`src/rtl/ql_ioff_scan_ctrl.sv`:
```
// ql_ioff_scan_ctrl: serial controller for a chain of scan-connected IO flip-flops.
// One operation shifts the whole chain by CHAIN_LEN positions. A write shifts wr_data
// in; a read recirculates SO back into SI so the chain ends where it started. Either
// way the bits leaving the chain are captured and presented on rd_data.
//
// Ports:
//   CK            chain/controller clock, rising edge
//   global_resetn asynchronous active-low reset
//   start         request an operation (accepted only when idle)
//   op_read       0 = write wr_data, 1 = non-destructive read
//   wr_data       word shifted in on a write; bit 0 enters the chain first
//   busy          operation in progress (SHIFT and DONE)
//   done          one-cycle completion pulse
//   rd_data       bits shifted out by the last completed operation; bit 0 came out first
//   scan_se       scan enable to every chained flop
//   scan_si       scan input of the first chained flop
//   scan_so       scan output of the last chained flop
module ql_ioff_scan_ctrl #(
  parameter int unsigned CHAIN_LEN = 32
) (
  input  logic                 CK,
  input  logic                 global_resetn,
  input  logic                 start,
  input  logic                 op_read,
  input  logic [CHAIN_LEN-1:0] wr_data,
  output logic                 busy,
  output logic                 done,
  output logic [CHAIN_LEN-1:0] rd_data,
  output logic                 scan_se,
  output logic                 scan_si,
  input  logic                 scan_so
);

  localparam int unsigned CntW = $clog2(CHAIN_LEN + 1);
  localparam logic [CntW-1:0] LastCnt = CntW'(CHAIN_LEN - 1);

  typedef enum logic [1:0] {
    StIdle  = 2'd0,
    StShift = 2'd1,
    StDone  = 2'd2
  } state_e;

  state_e               r_state;
  logic [CntW-1:0]      r_cnt;
  logic [CHAIN_LEN-1:0] r_sreg;
  logic [CHAIN_LEN-1:0] r_rd_data;
  logic                 r_op_read;
  logic                 r_busy;
  logic                 r_done;
  logic                 r_scan_se;

  logic [CHAIN_LEN-1:0] w_sreg_shift;
  logic                 w_scan_si;

  always_comb begin
    // scan_so is sampled on the same edge that shifts the chain, so it is the old last bit.
    w_sreg_shift = {scan_so, r_sreg[CHAIN_LEN-1:1]};
    // r_scan_se is high exactly in SHIFT, so it doubles as the SI gate.
    w_scan_si    = r_scan_se & (r_op_read ? scan_so : r_sreg[0]);
  end

  always_ff @(posedge CK or negedge global_resetn) begin
    if (!global_resetn) begin
      r_state   <= StIdle;
      r_cnt     <= '0;
      r_sreg    <= '0;
      r_rd_data <= '0;
      r_op_read <= 1'b0;
      r_busy    <= 1'b0;
      r_done    <= 1'b0;
      r_scan_se <= 1'b0;
    end else begin
      case (r_state)
        StIdle: begin
          if (start) begin
            r_state   <= StShift;
            r_cnt     <= '0;
            r_sreg    <= wr_data;
            r_op_read <= op_read;
            r_busy    <= 1'b1;
            r_scan_se <= 1'b1;
          end
        end
        StShift: begin
          r_sreg <= w_sreg_shift;
          r_cnt  <= r_cnt + 1'b1;
          if (r_cnt == LastCnt) begin
            r_state   <= StDone;
            r_scan_se <= 1'b0;
            r_done    <= 1'b1;
            r_rd_data <= w_sreg_shift;
          end
        end
        StDone: begin
          r_state <= StIdle;
          r_done  <= 1'b0;
          r_busy  <= 1'b0;
        end
        default: begin
          r_state   <= StIdle;
          r_done    <= 1'b0;
          r_busy    <= 1'b0;
          r_scan_se <= 1'b0;
        end
      endcase
    end
  end

  assign busy    = r_busy;
  assign done    = r_done;
  assign rd_data = r_rd_data;
  assign scan_se = r_scan_se;
  assign scan_si = w_scan_si;

endmodule

```
`config.mk`:
```
export PLATFORM = sky130hd
export DESIGN_NAME = ql_ioff_scan_ctrl
export DESIGN_NICKNAME = d
export VERILOG_FILES = /design/src/rtl/ql_ioff_scan_ctrl.sv
export SDC_FILE = /design/constraint.sdc
export NUM_CORES = 1
export LEC_CHECK = 0
export BUFFER_PORTS_ARGS = -buffer_cell sky130_fd_sc_hd__buf_4
export CORE_MARGIN = 5
export CORE_UTILIZATION = 55
export CTS_CLUSTER_DIAMETER = 120
export DETAILED_ROUTE_END_ITERATION = 16
export PLACE_DENSITY = 0.81
export SLEW_MARGIN = 10
export SYNTH_ARGS = -nofsm -noshare
export SYNTH_HDL_FRONTEND = slang
export SYNTH_SLANG_ARGS = --single-unit
```
`constraint.sdc`:
```
create_clock -name CK -period 4.2 [get_ports CK]
set_input_delay 0.63 -clock CK [delete_from_list [all_inputs] [get_ports CK]]
set_output_delay 0.63 -clock CK [all_outputs]
set_load 0.01 [all_outputs]
```
==> impl_metrics.tcl <==
set metrics [dict create \
    p_leak_nw 1.78 \
    grt_usage 0.195 \
    ys_seq_elements 76 \
    cts_buffers 9 \
    final_util 0.710 \
    antenna-diode-count 0 \
    fp.coreArea_sq_mm 0.00561 \
    path_class "flip-flop to flip-flop" \
    port_buffers 72 \
    wl_microns 6830 \
    synth_common_cells "dfrtp_1 (76), o21ai_0 (35), mux2_2 (34), a22oi_1 (31), nand2_1 (28)" \
    viasPerCell 5.68 \
    dr.first_iter.drc_count 222 \
    synth.net_count 307 \
    period_needed_ns 2.46 \
    synth_top_cell_by_area "dfrtp_1" \
    min_path_type "input pin to async pin" \
    die_h_microns 86.5 \
    synth_area_leaders "dfrtp_1 (59%), mux2_2 (12%), a22oi_1 (7.2%)" \
    critPathCaptureType "flip-flop" \
    cp.required_ns 4.42 \
    syn_area_per_cell_sq_um 12.0 \
    gp_congestion 0.834 \
    power.density_mw_per_mm2 453 \
    dieArea_sq_mm 0.00748 \
    grt_pass1_vias 2357 \
    rsz0062_at_grt "false" \
    cts-resized-gates 0 \
    cpPeakStageDelay_ns 0.80 \
    synthCells 269 \
    cts.sinks 76 \
    path_buf_inv 1 \
    setup_violations 0 \
    clk_latency_ns 0.33 \
    h-tree-depth 3 \
    postRouteAntennaNets 0 \
    timing.max_cap.violations 0 \
    crit_family "flip-flops" \
    tightest_slew_ns 1.10 \
    synth.distinct_cells 28 \
    ctsLongestPathBuffers 2 \
    overflow 0 \
    io_pins 73 \
    fillers 434 \
    die_x_microns 86.5 \
    drv_slew 0 \
    async_flop_share 1.00 \
    max_clock_freq_ghz 0.406 \
    regArea_sq_mm 0.00190 \
    synth_edf_count 0 \
    synth_flop_cell "dfrtp_1" \
    drc 0 \
    wl_per_cell_microns 16.5 \
    crit_chain "nand2b_4, nor3_4, buf_4, mux2_2" \
    synth_seq_area_share 0.591 \
    synth_most_common_cell "dfrtp_1" \
    multi_input_area_sq_mm 0.00120 \
    finalHoldViolCount 0 \
    drive_gt1_frac 0.372 \
    synth_top_area_frac 0.591 \
    grt_pass1_wl_microns 11400 \
    finalNetCount 374 \
    cp_slowest_cell "dfrtp_1" \
    yosys_warnings 0 \
    cts_tree "yes" \
    grt_max_degree 77 \
    critPathLaunchType "flip-flop" \
    root_buffer "clkbuf_8" \
    crit_fanout 20 \
    initial_core_util 0.574 \
    cts_setup_buffers 0 \
    vdd_drop_max_v 0.000248 \
    ctsHoldBuffers 0 \
    worstPathArrival_ns 2.68 \
    slew_headroom 0.269 \
    area_growth_pct 23.7 \
    fin_skew_ns 0.0117 \
    vias 2345 \
    rows 27 \
    outcome "finished clean" \
    netlist_area_sq_mm 0.00322 \
    antenna_found_initial 0 \
    hpwlAfterDp_microns 4640 \
    final.setup.tns_ns 0 \
    drtPass1Iterations 5 \
    path_clk_slew_ns 0.07 \
    period_share 0.587 \
]
## per-layer routing
| layer | track usage | vias to the layer above | part of all wire | wire length, microns |
|---|---|---|---|---|
| met5 | 0 | - | 0 | 0 |
| met4 | 0.0864 | 0 | 0.013 | 91 |
| met3 | 0.0361 | 7 | 0.051 | 351 |
| met2 | 0.296 | 72 | 0.49 | 3370 |
| met1 | 0.274 | 1155 | 0.44 | 3020 |
| li1 | - | 1111 | - | - |
## sequential cells by signal (all words and copies together) (netlist names)
signal / cells
r_cnt: 6
r_state: 2
busy: 1
rd_data: 32
r_op_read: 1
done: 1
r_sreg: 32
scan_se: 1
## stage by stage
step | cell area, sq um | setup slack (ns) | hold slack, ns | cells | total power, mW
after floorplan | 3220 | 2.52 | 0.334 | 269 | 1.10
after global placement | 3770 | 1.81 | 0.469 | 397 | 1.21
after detailed placement | 3770 | 1.72 | 0.471 | 397 | 1.23
after CTS | 3980 | 1.71 | 0.459 | 413 | 1.81
after global routing | 3980 | 1.64 | 0.512 | 413 | 1.90
final | 3980 | 1.74 | 0.431 | 413 | 1.80
## worst register-to-register path: stages, from the launching register on
cell and delay (ns):
dfrtp_1 0.80, nand2b_4 0.15, nor3_4 0.63, buf_4 0.40
mux2_2 0.38
## layout by cell type, fill, tap and decap left out, drive strengths merged
cell type / Yosys / layout
a21o: 1 / 1
a21oi: 9 / 9
a22o: 2 / 2
a22oi: 31 / 31
and3b: 1 / 1
buf: 11 / 75
bufinv: 0 / 2
clkbuf: 8 / 12
clkinv: 0 / 2
dfrtp: 76 / 76
ha: 1 / 1
inv: 3 / 3
mux2: 34 / 34
mux2i: 3 / 3
nand2: 28 / 28
nand2b: 1 / 1
nand3: 1 / 1
nand3b: 1 / 1
nand4: 2 / 2
nor2: 4 / 4
nor2b: 11 / 11
nor3: 1 / 1
o21ai: 35 / 35
o21bai: 1 / 1
o311ai: 1 / 1
o32ai: 1 / 1
o41ai: 1 / 1
or3b: 1 / 1
## worst paths after layout
kind                                    start          to  slack [ns]  depth (start not counted)
min in group CK                          done        done        0.49                          1
max in group asynchronous       global_resetn    r_cnt[5]        3.19                          1
worst min-delay path            global_resetn   r_op_read        0.43                          1
worst min register to register           done        done        0.49                          1
worst max-delay path               r_state[0]  rd_data[3]        1.74                          4
worst max register to register     r_state[0]  rd_data[3]        1.74                          4
## logic make-up after synthesis
kind of cell    Yosys count  share of synthesized area
compound gates           82                      0.160
flops                    76                      0.591
simple gates             51                     0.0813
mux                      37                      0.128
buf+inv                  22                     0.0350
fa+ha+maj                 1                    0.00389
## final cells by class
cell class | count | area share
clock inverters | 4 | 0.0185
clock buffers | 12 | 0.0340
repair buffers | 75 | 0.141
inverters | 3 | 0.00283
well taps | 72 | 0.0226
flip-flops and latches | 76 | 0.478
multi-input cells | 171 | 0.303
## where the power goes
| group | total (mW) | switching (mW) | internal, mW |
|---|---|---|---|
| Combinational | 0.273 | 0.123 | 0.149 |
| Sequential | 0.943 | 0.101 | 0.842 |
| Clock | 0.585 | 0.250 | 0.336 |
(Power assumes the default switching activity.)
